===== src/rtl/dmem_arbiter.sv =====
// Round-robin arbiter sharing a single-port data memory between
// master 0 (CPU data port) and master 1 (loader/debug DMA).
//
// Each grant runs a burst of len+1 word beats to consecutive word
// addresses; one IDLE arbitration cycle separates any two bursts.
//
// Ports:
//   clk, reset      clock; synchronous active-low reset
//   mN_req          master N burst request (level, held until mN_last)
//   mN_we/addr/len  burst direction, start byte address, beats-1 (at grant)
//   mN_wd           write data for the current beat
//   mN_ack/last/rd  beat completes / final beat / read data
//   mem_we/addr/wd  memory write enable, byte address, write data
//   mem_rd          memory combinational read data
module dmem_arbiter #(
    parameter int ADDR_W = 32,
    parameter int DATA_W = 32,
    parameter int LEN_W  = 4
) (
    input  logic              clk,
    input  logic              reset,
    input  logic              m0_req,
    input  logic              m0_we,
    input  logic [ADDR_W-1:0] m0_addr,
    input  logic [LEN_W-1:0]  m0_len,
    input  logic [DATA_W-1:0] m0_wd,
    output logic              m0_ack,
    output logic              m0_last,
    output logic [DATA_W-1:0] m0_rd,
    input  logic              m1_req,
    input  logic              m1_we,
    input  logic [ADDR_W-1:0] m1_addr,
    input  logic [LEN_W-1:0]  m1_len,
    input  logic [DATA_W-1:0] m1_wd,
    output logic              m1_ack,
    output logic              m1_last,
    output logic [DATA_W-1:0] m1_rd,
    output logic              mem_we,
    output logic [ADDR_W-1:0] mem_addr,
    output logic [DATA_W-1:0] mem_wd,
    input  logic [DATA_W-1:0] mem_rd
);

    localparam int PAD_W = ADDR_W - LEN_W - 2;

    typedef enum logic [1:0] {
        IDLE,
        OWN0,
        OWN1
    } state_t;

    state_t             state, state_n;
    logic               last_srv, last_srv_n;
    logic [ADDR_W-1:0]  base, base_n;
    logic [LEN_W-1:0]   beat, beat_n;
    logic [LEN_W-1:0]   len_q, len_n;
    logic               we_q, we_n;

    logic               grant0, grant1;
    logic               own;
    logic               is_last;
    logic [ADDR_W-1:0]  beat_addr;
    logic [DATA_W-1:0]  wd_sel;

    // On a tie the master that was not served last wins.
    assign grant0 = m0_req & (~m1_req | last_srv);
    assign grant1 = m1_req & ~grant0;

    always_ff @(posedge clk) begin
        if (!reset) begin
            state    <= IDLE;
            last_srv <= 1'b1;
            base     <= '0;
            beat     <= '0;
            len_q    <= '0;
            we_q     <= 1'b0;
        end else begin
            state    <= state_n;
            last_srv <= last_srv_n;
            base     <= base_n;
            beat     <= beat_n;
            len_q    <= len_n;
            we_q     <= we_n;
        end
    end

    always_comb begin
        state_n    = state;
        last_srv_n = last_srv;
        base_n     = base;
        beat_n     = beat;
        len_n      = len_q;
        we_n       = we_q;
        unique case (state)
            IDLE: begin
                beat_n = '0;
                unique case (1'b1)
                    grant0: begin
                        state_n = OWN0;
                        base_n  = {m0_addr[ADDR_W-1:2], 2'b00};
                        len_n   = m0_len;
                        we_n    = m0_we;
                    end
                    grant1: begin
                        state_n = OWN1;
                        base_n  = {m1_addr[ADDR_W-1:2], 2'b00};
                        len_n   = m1_len;
                        we_n    = m1_we;
                    end
                    default: ;
                endcase
            end
            OWN0, OWN1: begin
                // Exit at beat==len_q, so the counter never wraps.
                if (beat == len_q) begin
                    state_n    = IDLE;
                    last_srv_n = (state == OWN1);
                    beat_n     = '0;
                end else begin
                    beat_n = beat + 1'b1;
                end
            end
            default: state_n = IDLE;
        endcase
    end

    // Outputs are gated by reset so an aborted burst cannot write
    // or complete a beat on the reset edge.
    assign own       = reset && (state != IDLE);
    assign is_last   = (beat == len_q);
    assign beat_addr = base + {{PAD_W{1'b0}}, beat, 2'b00};
    assign wd_sel    = (state == OWN1) ? m1_wd : m0_wd;

    always_comb begin
        m0_ack   = 1'b0;
        m0_last  = 1'b0;
        m0_rd    = '0;
        m1_ack   = 1'b0;
        m1_last  = 1'b0;
        m1_rd    = '0;
        mem_we   = 1'b0;
        mem_addr = '0;
        mem_wd   = '0;
        if (own) begin
            mem_we   = we_q;
            mem_addr = beat_addr;
            mem_wd   = we_q ? wd_sel : '0;
            if (state == OWN1) begin
                m1_ack  = 1'b1;
                m1_last = is_last;
                m1_rd   = we_q ? '0 : mem_rd;
            end else begin
                m0_ack  = 1'b1;
                m0_last = is_last;
                m0_rd   = we_q ? '0 : mem_rd;
            end
        end
    end

endmodule

===== config.mk =====
export PLATFORM = sky130hd
export DESIGN_NAME = dmem_arbiter
export DESIGN_NICKNAME = d
export VERILOG_FILES = /design/src/rtl/dmem_arbiter.sv
export SDC_FILE = /design/constraint.sdc
export NUM_CORES = 1
export LEC_CHECK = 0
export BUFFER_PORTS_ARGS = -buffer_cell sky130_fd_sc_hd__buf_4
export CORE_AREA = 2 2 119 121
export DETAILED_ROUTE_END_ITERATION = 6
export DIE_AREA = 0 0 121 123
export PLACE_DENSITY = 0.61
export RECOVER_POWER = 25
export REMOVE_ABC_BUFFERS = 1
export SLEW_MARGIN = 10
export SYNTH_ARGS = -nofsm -noshare
export SYNTH_HDL_FRONTEND = slang
export SYNTH_SLANG_ARGS = --single-unit

===== constraint.sdc =====
create_clock -name clk -period 6.15 [get_ports clk]
set_input_delay 1.23 -clock clk [delete_from_list [all_inputs] [get_ports clk]]
set_output_delay 1.23 -clock clk [all_outputs]
set_load 0.05 [all_outputs]

=== Word level (Yosys, flattened, before mapping) ===
Index checks and enable logic that the tools add are counted.

* Bits of input ports: 174
* Output and inout bits: 133
* Bits in registers: 44

* Bitwise gates (word level): 5
* Reduce and logical (&&, ||, !) cells: 9
* Add/sub/neg operators: 2
* Muxes and demuxes: 26
* Equal/unequal tests: 5

{| class="wikitable"
|+ Operator list
! kind !! count
|-
| $mux 32 || 9
|-
| $pmux 32 s2 || 1
|-
| $add 32x6->32 || 1
|-
| $pmux 4 s2 || 2
|-
| $mux 1 || 9
|-
| $pmux 2 s2 || 2
|-
| $reduce_and 2->1 || 3
|-
| $reduce_bool 2->1 || 3
|-
| $add 4x1->4 const B || 1
|-
| $eq 4x4->1 || 1
|-
| $mux 4 || 1
|-
| $ne 3x3->1 const B || 1
|-
| $and 1x1->1 || 2
|-
| $eq 2x1->1 const B || 1
|-
| $eq 2x2->1 const B || 1
|-
| $logic_not 2->1 || 1
|-
| $mux 2 || 1
|-
| $ne 2x2->1 const B || 1
|-
| $not 1->1 || 2
|-
| $pmux 1 s2 || 1
|-
| $reduce_or 2->1 || 1
|-
| $logic_and 1x1->1 || 1
|-
| $or 1x1->1 || 1
|}

=== Longest topological paths before layout ===
Gate-level depths: netlist of the first run.

* Depth in word-level cells: 7
* Gate-level depth with buffers: 8
* Mapped depth without buffers: 8

=== Worst setup path after synthesis of the first run ===
Ideal clock, no wire load.

* Path type: input -> output
* Start point: input reset
* End point: output mem_addr[4]
* Data required time: 4,920 ps
* Data arrival time: 2,762 ps
* Stages: 4
* Path buffers: 2
* Slack: 2,158 ps
* Cell sequence: clkbuf_1 nand2b_1 clkbuf_1 nor3_1

* Word-level cells in the longest chain between the ends: 2

{| class="wikitable"
|+ RTL lines
! element !! RTL line !! RTL
|-
| start, declared || 21 || <nowiki>input logic reset,</nowiki>
|-
| $logic_and 1x1->1 || 129 || <nowiki>assign own = reset && (state != IDLE);</nowiki>
|-
| $mux 32 || 144 || <nowiki>if (own) begin</nowiki>
|-
| end, declared || 39 || <nowiki>output logic [ADDR_W-1:0] mem_addr,</nowiki>
|}

Every way passes these cells.

=== Worst setup path after layout of the first run ===
* Start point: input reset
* End point: output m0_rd[29]

* Word-level cells in the longest chain between the ends: 2

{| class="wikitable"
|+ RTL lines
! element !! RTL line !! RTL
|-
| $logic_and 1x1->1 || 129 ||
|-
| $mux 32 || 144 ||
|-
| end, declared || 29 || <nowiki>output logic [DATA_W-1:0] m0_rd,</nowiki>
|}

Every way passes these cells.

==> results of run 1 <==
==> worst reg2reg max path, stage by stage (launching register included) <==
cell and delay [ns]:
dfxtp_1 0.31, a21boi_0 0.16, clkbuf_1 1.88, mux2i_1 0.44, nand2_1 0.11, o211a_1 0.15
==> flip-flops by register name, summed over array words and instances, names as in the netlist <==
register	flops
beat	4
base	30
we_q	1
last_srv	1
state	2
len_q	4
==> cells in the final DEF, fill, tap and decap left out, types with 8 or more instances in the layout <==
cell type,n
dfxtp_1,42
nand2_1,51
nor2_1,126
mux2i_1,68
nand2b_1,33
o21ai_0,10
o211a_1,35
inv_1,11
a21oi_1,8
xnor2_1,19
buf_4,300
nand3_1,10
==> final timing paths <==
| path | start | end | slack (ns) | cells after the start |
|---|---|---|---|---|
| max | reset | m0_rd[29] | 1.52 | 5 |
| max reg2reg | last_srv | base[28] | 3.01 | 5 |
| min | state[0] | state[0] | 0.50 | 2 |
| min reg2reg | state[0] | state[0] | 0.50 | 2 |
==> routing by layer <==
metal | vias up | GRT usage
li1 | 2329 | -
met1 | 2148 | 0.2239
met2 | 139 | 0.3129
met3 | 6 | 0.04290
met4 | 0 | 0.03052
met5 | - | 0
==> power groups by stage <==
| stage | registers [uW] | clock network [uW] | logic, uW |
|---|---|---|---|
| finish | 406 | 262 | 734 |
| global placement | 409 | 0 | 722 |
| floorplan | 391 | 0 | 506 |
| CTS | 407 | 271 | 737 |
| detailed placement | 413 | 0 | 734 |
| global route | 419 | 283 | 797 |
==> per-stage QoR <==
| stage | utilization | instances | hold WS (ns) |
|---|---|---|---|
| after global routing | 0.4659 | 977 | 0.5375 |
| after CTS | 0.4670 | 977 | 0.5045 |
| after global placement | 0.4563 | 969 | 0.4725 |
| after floorplan | - | 487 | 0.4634 |
| final | 0.4659 | 977 | 0.4997 |
| after detailed placement | 0.4563 | 969 | 0.4953 |
==> layout make-up <==
cell class / count / share of cell area
Sequential cell: 42 / 0.1326
Clock inverter: 3 / 0.003354
Inverter: 11 / 0.006510
Tap cell: 180 / 0.03551
Timing Repair Buffer: 302 / 0.3569
Multi-Input combinational cell: 434 / 0.4455
Clock buffer: 5 / 0.01973
==> kinds of logic after synthesis <==
family	Yosys count
compound gates	65
xor+xnor	26
fa+ha+maj	9
buf+inv	49
flops	42
mux	68
other cells	1
simple gates	264
==> summary.md, run 1 <==
| Metric | Value |
|---|---|
| Hold-fix buffer count after cts | `0` |
| Flop pwr share | `0.290` |
| Max rail drop VDD | `0.0001066 V` |
| Initial antenna violation count | `0` |
| Synth warnings | `0` |
| DP Area | `0.006211 mm2` |
| Worst setup path class | `input port to primary output` |
| Post-Synth Adder-Cell Area | `0.03121` |
| Detailed Place HPWL | `11450 um` |
| Clock Latency Late Sink | `0.28 ns` |
| Metal2 WL | `7379 um` |
| Clock slew at reported path FFs | `0.06 ns` |
| Failing checks | `max-capacitance violations, max-slew violations` |
| P_sw | `623.2 uW` |
| Post-synthesis mux area share | `0.1769` |
| Seq/Total Area, Yosys | `0.2185` |
| Number of DRC markers in iteration 0 | `184` |
| Num ports | `307` |
| Synth Area in Simple Gates | `0.3241` |
| Internal power | `779.0 uW` |
| Clk sinks | `42` |
| Number of global-route vias before repair | `4364` |
| Final wirelength | `14490 um` |
| Slew HR | `-0.7364` |
| Post-DRT Antenna Nets | `0` |
| CP Max Fanout | `43` |
| Count of max-cap constraint violations | `1` |
| Worst-Margin Slew | `2.605 ns` |
| Crit path cell chain | `buf_4 > nor2b_1 > nand2_1 > nor2_1 > buf_4` |
| Layout cells sized above 1 | `0.4040` |
| Top layer in use | `met4` |
| Die width | `121 um` |
| WL met3 | `940 um` |
| Met1 Wirelength | `6060 um` |
| Status | `complete, but fails checks` |
| Fin. max-slew vios | `38` |
| Gr ovfl total | `0` |
| Yosys top cell by area | `dfxtp_1` |
| Crit-path leading delay family | `simple AND/OR/NAND/NOR gates` |
| Most used flip-flop cell after synthesis | `dfxtp_1` |
| Multi-input gate area | `0.002825 mm2` |
| Sum of buffers and inverters on the critical path | `2` |
| Yosys reg bits | `42` |
| Wire per inst | `14.83 um` |
| Final GP Congestion | `0.8056` |
| Total CTS buffers | `5` |
| Switching share of power | `0.4444` |
| Timing-limited maximum frequency | `0.2161 GHz` |
| Worst setup margin | `1.523 ns` |
| Row Count | `43` |
| Clock Power Share | `0.187` |
| Area share of the largest cell type after synthesis | `0.2185` |
| Pre-CTS WS | `1.520 ns` |
| IO buf count | `300` |
| Chip Height | `123 um` |
| Number of flops mapped to enable cells by yosys | `0` |
| Syn_area_per_cell | `7.345 um2` |
| Yosys cell types | `46` |
| Critical path launch point type | `input port` |
| Most frequent cell after synthesis | `nor2_1` |
| CTS tree | `yes` |
| Minimum clock period | `4.627 ns` |
| FFs w/ async S/R, synth | `0` |
| Largest net degree at the start of global routing | `61` |
| Largest family of logic cells by synthesized area | `simple AND/OR/NAND/NOR gates` |
| CTS Root Cell | `clkbuf_16` |
| Setup TNS | `0 ns` |
| Largest cells by area after synthesis | `dfxtp_1 22%, mux2i_1 18%, nor2_1 12%` |
| Core footprint | `0.01361 mm2` |
| Power density cells | `221.1 mW/mm2` |
| Combinational Power Share | `0.524` |
| Crit path top cell by count | `buf_4` |
| Area Growth Syn to Fin | `64.79%` |
| Mapped Area | `0.003849 mm2` |
| Hold WC Path Type | `flop to flop` |
| Max H-tree Level | `2` |
| Synth Area in XOR/XNOR | `0.05917` |
| Bufs on Longest Clock Path | `2` |
| Vias | `4622` |
| Compound-Gate Fraction of Synth Area | `0.1382` |
| NumNets Final | `979` |
| Inserted Diodes | `0` |
| Fin crit share | `0.7524` |
| Filler cells | `1363` |
| Die Area | `0.01488 mm2` |
| Post-CTS Setup Repair Bufs | `0` |
| Top cells by count, synth | `126 x nor2_1, 68 x mux2i_1, 51 x nand2_1` |
| Initial Utilization | `0.2827` |
| Router iterations before antenna repair | `4` |
| Power Total | `1402 uW` |
| Cell area after layout | `0.006342 mm2` |
| Worst path max stage delay | `0.76 ns` |
| Total leakage power | `0.003214 uW` |
| Worst Clk Skew | `0.004299 ns` |
| WP data arrival | `3.40 ns` |
| Critical path required time | `4.92 ns` |
| Vias per cell | `4.731` |
| Setup crit end kind | `primary output` |
| PostCTS Resize Cnt | `0` |
| Endpoints failing setup | `0` |
| Slowest cell on crit path | `nand2_1` |
| First-pass GRT wire length | `21450 um` |
| RSZ-0062 raised after global routing | `no` |
| Flip-flop and latch area | `840.8 um2` |
| Syn Inst Count | `524` |
| Final hold violations | `0` |
| # DRC | `0` |
| GR Util All Layers | `0.1780` |
(Power assumes the default switching activity.)
==> run 2: changes to the inputs <==
Settings changed: CORE_AREA 2 2 119 121 to 2 2 121 123, DIE_AREA 0 0 121 123 to 0 0 123 125, PLACE_DENSITY 0.61 to 0.6.
Clock period 6.15 ns to 4.4 ns, I/O delays scaled along.
==> summary.md, run 2 (synthesized netlist as in run 1, its figures left out) <==
| Metric | Value |
|---|---|
| P_sw | `865.7 uW` |
| DP Area | `0.006261 mm2` |
| Total leakage power | `0.003235 uW` |
| Switching share of power | `0.4419` |
| Hold-fix buffer count after cts | `0` |
| IO buf count | `300` |
| Die Area | `0.01538 mm2` |
| Worst setup margin | `0.7045 ns` |
| Most frequent cells in the layout | `304 x buf_4, 126 x nor2_1, 68 x mux2i_1` |
| Router iterations before antenna repair | `6` |
| Vias | `4556` |
| Clock Latency Late Sink | `0.28 ns` |
| Setup slack, reg-to-reg | `0.99 ns` |
| Clk sinks | `42` |
| Worst Setup EP | `mem_addr[28]` |
| Gr ovfl total | `0` |
| Num ports | `307` |
| Final hold slack | `0.5068 ns` |
| Critical path launch point type | `flop` |
| # DRC | `0` |
| Power Total | `1959 uW` |
| Clock slew at reported path FFs | `0.06 ns` |
| Multi-input gate area | `0.002829 mm2` |
| Worst Clk Skew | `0.01136 ns` |
| Clock Power Share | `0.185` |
| Row Count | `44` |
| Post-CTS Setup Repair Bufs | `0` |
| Worst path max stage delay | `0.45 ns` |
| Failing checks | `max-capacitance violations, max-slew violations` |
| Crit path cell chain | `ha_1 > inv_1 > fa_1 > nor2b_1 > o22ai_1 > nor4_1 > xnor2_1 > nor2_1 > buf_4` |
| Initial Utilization | `0.2710` |
| WP data arrival | `2.82 ns` |
| RSZ-0062 raised after global routing | `no` |
| Power density cells | `306.8 mW/mm2` |
| Critical Path Source | `beat[0]` |
| Timing-limited maximum frequency | `0.2706 GHz` |
| Hold WC Path Type | `flop to flop` |
| Status | `complete, but fails checks` |
| Worst-Margin Slew | `2.067 ns` |
| Fin. max-slew vios | `80` |
| Slowest cell on crit path | `dfxtp_1` |
| CP Max Fanout | `8` |
| Flop pwr share | `0.286` |
| CTS tree | `yes` |
| Reg2reg start | `state[0]` |
| Slew HR | `-0.3781` |
| Combinational Power Share | `0.529` |
| Total CTS buffers | `5` |
| Core footprint | `0.01420 mm2` |
| Largest net degree at the start of global routing | `52` |
| Wire per inst | `14.62 um` |
| GR Util All Layers | `0.1764` |
| Flip-flop and latch area | `840.8 um2` |
| Minimum clock period | `3.695 ns` |
| Layout cells sized above 1 | `0.4047` |
| Final hold violations | `0` |
| Filler cells | `1502` |
| Endpoints failing setup | `0` |
| Largest regs | `base (30), beat (4), len_q (4)` |
| Bufs on Longest Clock Path | `2` |
| Max H-tree Level | `2` |
| Number of global-route vias before repair | `4151` |
| NumNets Final | `985` |
| Reg2reg path depth | `6` |
| Worst setup path class | `flop to primary output` |
| Final wirelength | `14450 um` |
| Post-DRT Antenna Nets | `0` |
| Chip Height | `125 um` |
| Fin util | `0.4495` |
| Max FFs per register | `30` |
| Vias per cell | `4.611` |
| Pre-CTS WS | `0.9994 ns` |
| Critical path required time | `3.52 ns` |
| Setup crit end kind | `primary output` |
| Internal power | `1093 uW` |
| Number of DRC markers in iteration 0 | `225` |
| Max rail drop VDD | `0.0001504 V` |
| Count of max-cap constraint violations | `2` |
| Fin crit share | `0.8399` |
| Largest Register | `base` |
| PostCTS Resize Cnt | `0` |
| Area Growth Syn to Fin | `65.90%` |
| Worst flop-to-flop path endpoint | `base[28]` |
| Die width | `123 um` |
| First-pass GRT wire length | `21850 um` |
| CTS Root Cell | `clkbuf_16` |
| Cell area after layout | `0.006385 mm2` |
| Commonest non-fill, non-tap cell in the layout | `buf_4` |
| Initial antenna violation count | `0` |
| Detailed Place HPWL | `11540 um` |
| Final GP Congestion | `0.7851` |
run 2: cell types whose count changed in the layout (fill, tap and decap cells not counted), sizes merged:
cell / change
buf: +4
clkbuf: +2
clkinvlp: -1
diode: +1
inv: +1
run 2: metal layers:
metal / up-vias / share of wire / GRT usage
li1: 2343 / - / -
met1: 2063 / 0.44 / 0.2277
met2: 140 / 0.47 / 0.2931
met4: 0 / 0.010 / 0.02674
met5: - / 0 / 0
met3: 10 / 0.082 / 0.05520
run 2: stage by stage:
stage               cells  setup TNS, ns
floorplan             487         -38.27
global placement      979              0
detailed placement    979              0
CTS                   987              0
global route          987              0
finish                988              0
run 2: area by class of cell:
| type | count | area share |
|---|---|---|
| clock inverter | 3 | 0.002939 |
| timing repair buffer | 308 | 0.3598 |
| antenna | 1 | 0.0003919 |
| clock buffer | 5 | 0.01960 |
| sequential | 42 | 0.1317 |
| tap | 184 | 0.03606 |
| inverter | 11 | 0.006467 |
| multi-input combinational | 434 | 0.4431 |
run 2: worst max-delay path, delay by kind of cell, from the launching register on:
family          cells  cell delay [ns]
xor+xnor            1             0.12
compound gates      1             0.32
fa+ha+maj           2             0.62
flops               1             0.45
buf+inv             2             0.28
simple gates        3             0.75
run 2: how the worst min path moves through the flow:
| stage | endpoint | depth (start not counted) | slack, ns | startpoint |
|---|---|---|---|---|
| floorplan | state[0] | 2 | 0.46 | state[0] |
| global placement | state[0] | 2 | 0.48 | state[0] |
| detailed placement | base[5] | 1 | 0.50 | base[5] |
| CTS | state[0] | 2 | 0.51 | state[0] |
| global route | state[0] | 2 | 0.53 | state[0] |
| finish | state[0] | 2 | 0.51 | state[0] |
run 2: power by group through the flow:
stage	Sequential (uW)	Combinational, uW	Clock (uW)
final	560	1040	363
after global routing	575	1130	387
after global placement	567	1040	0
after detailed placement	568	1040	0
after floorplan	546	708	0
after CTS	560	1050	373
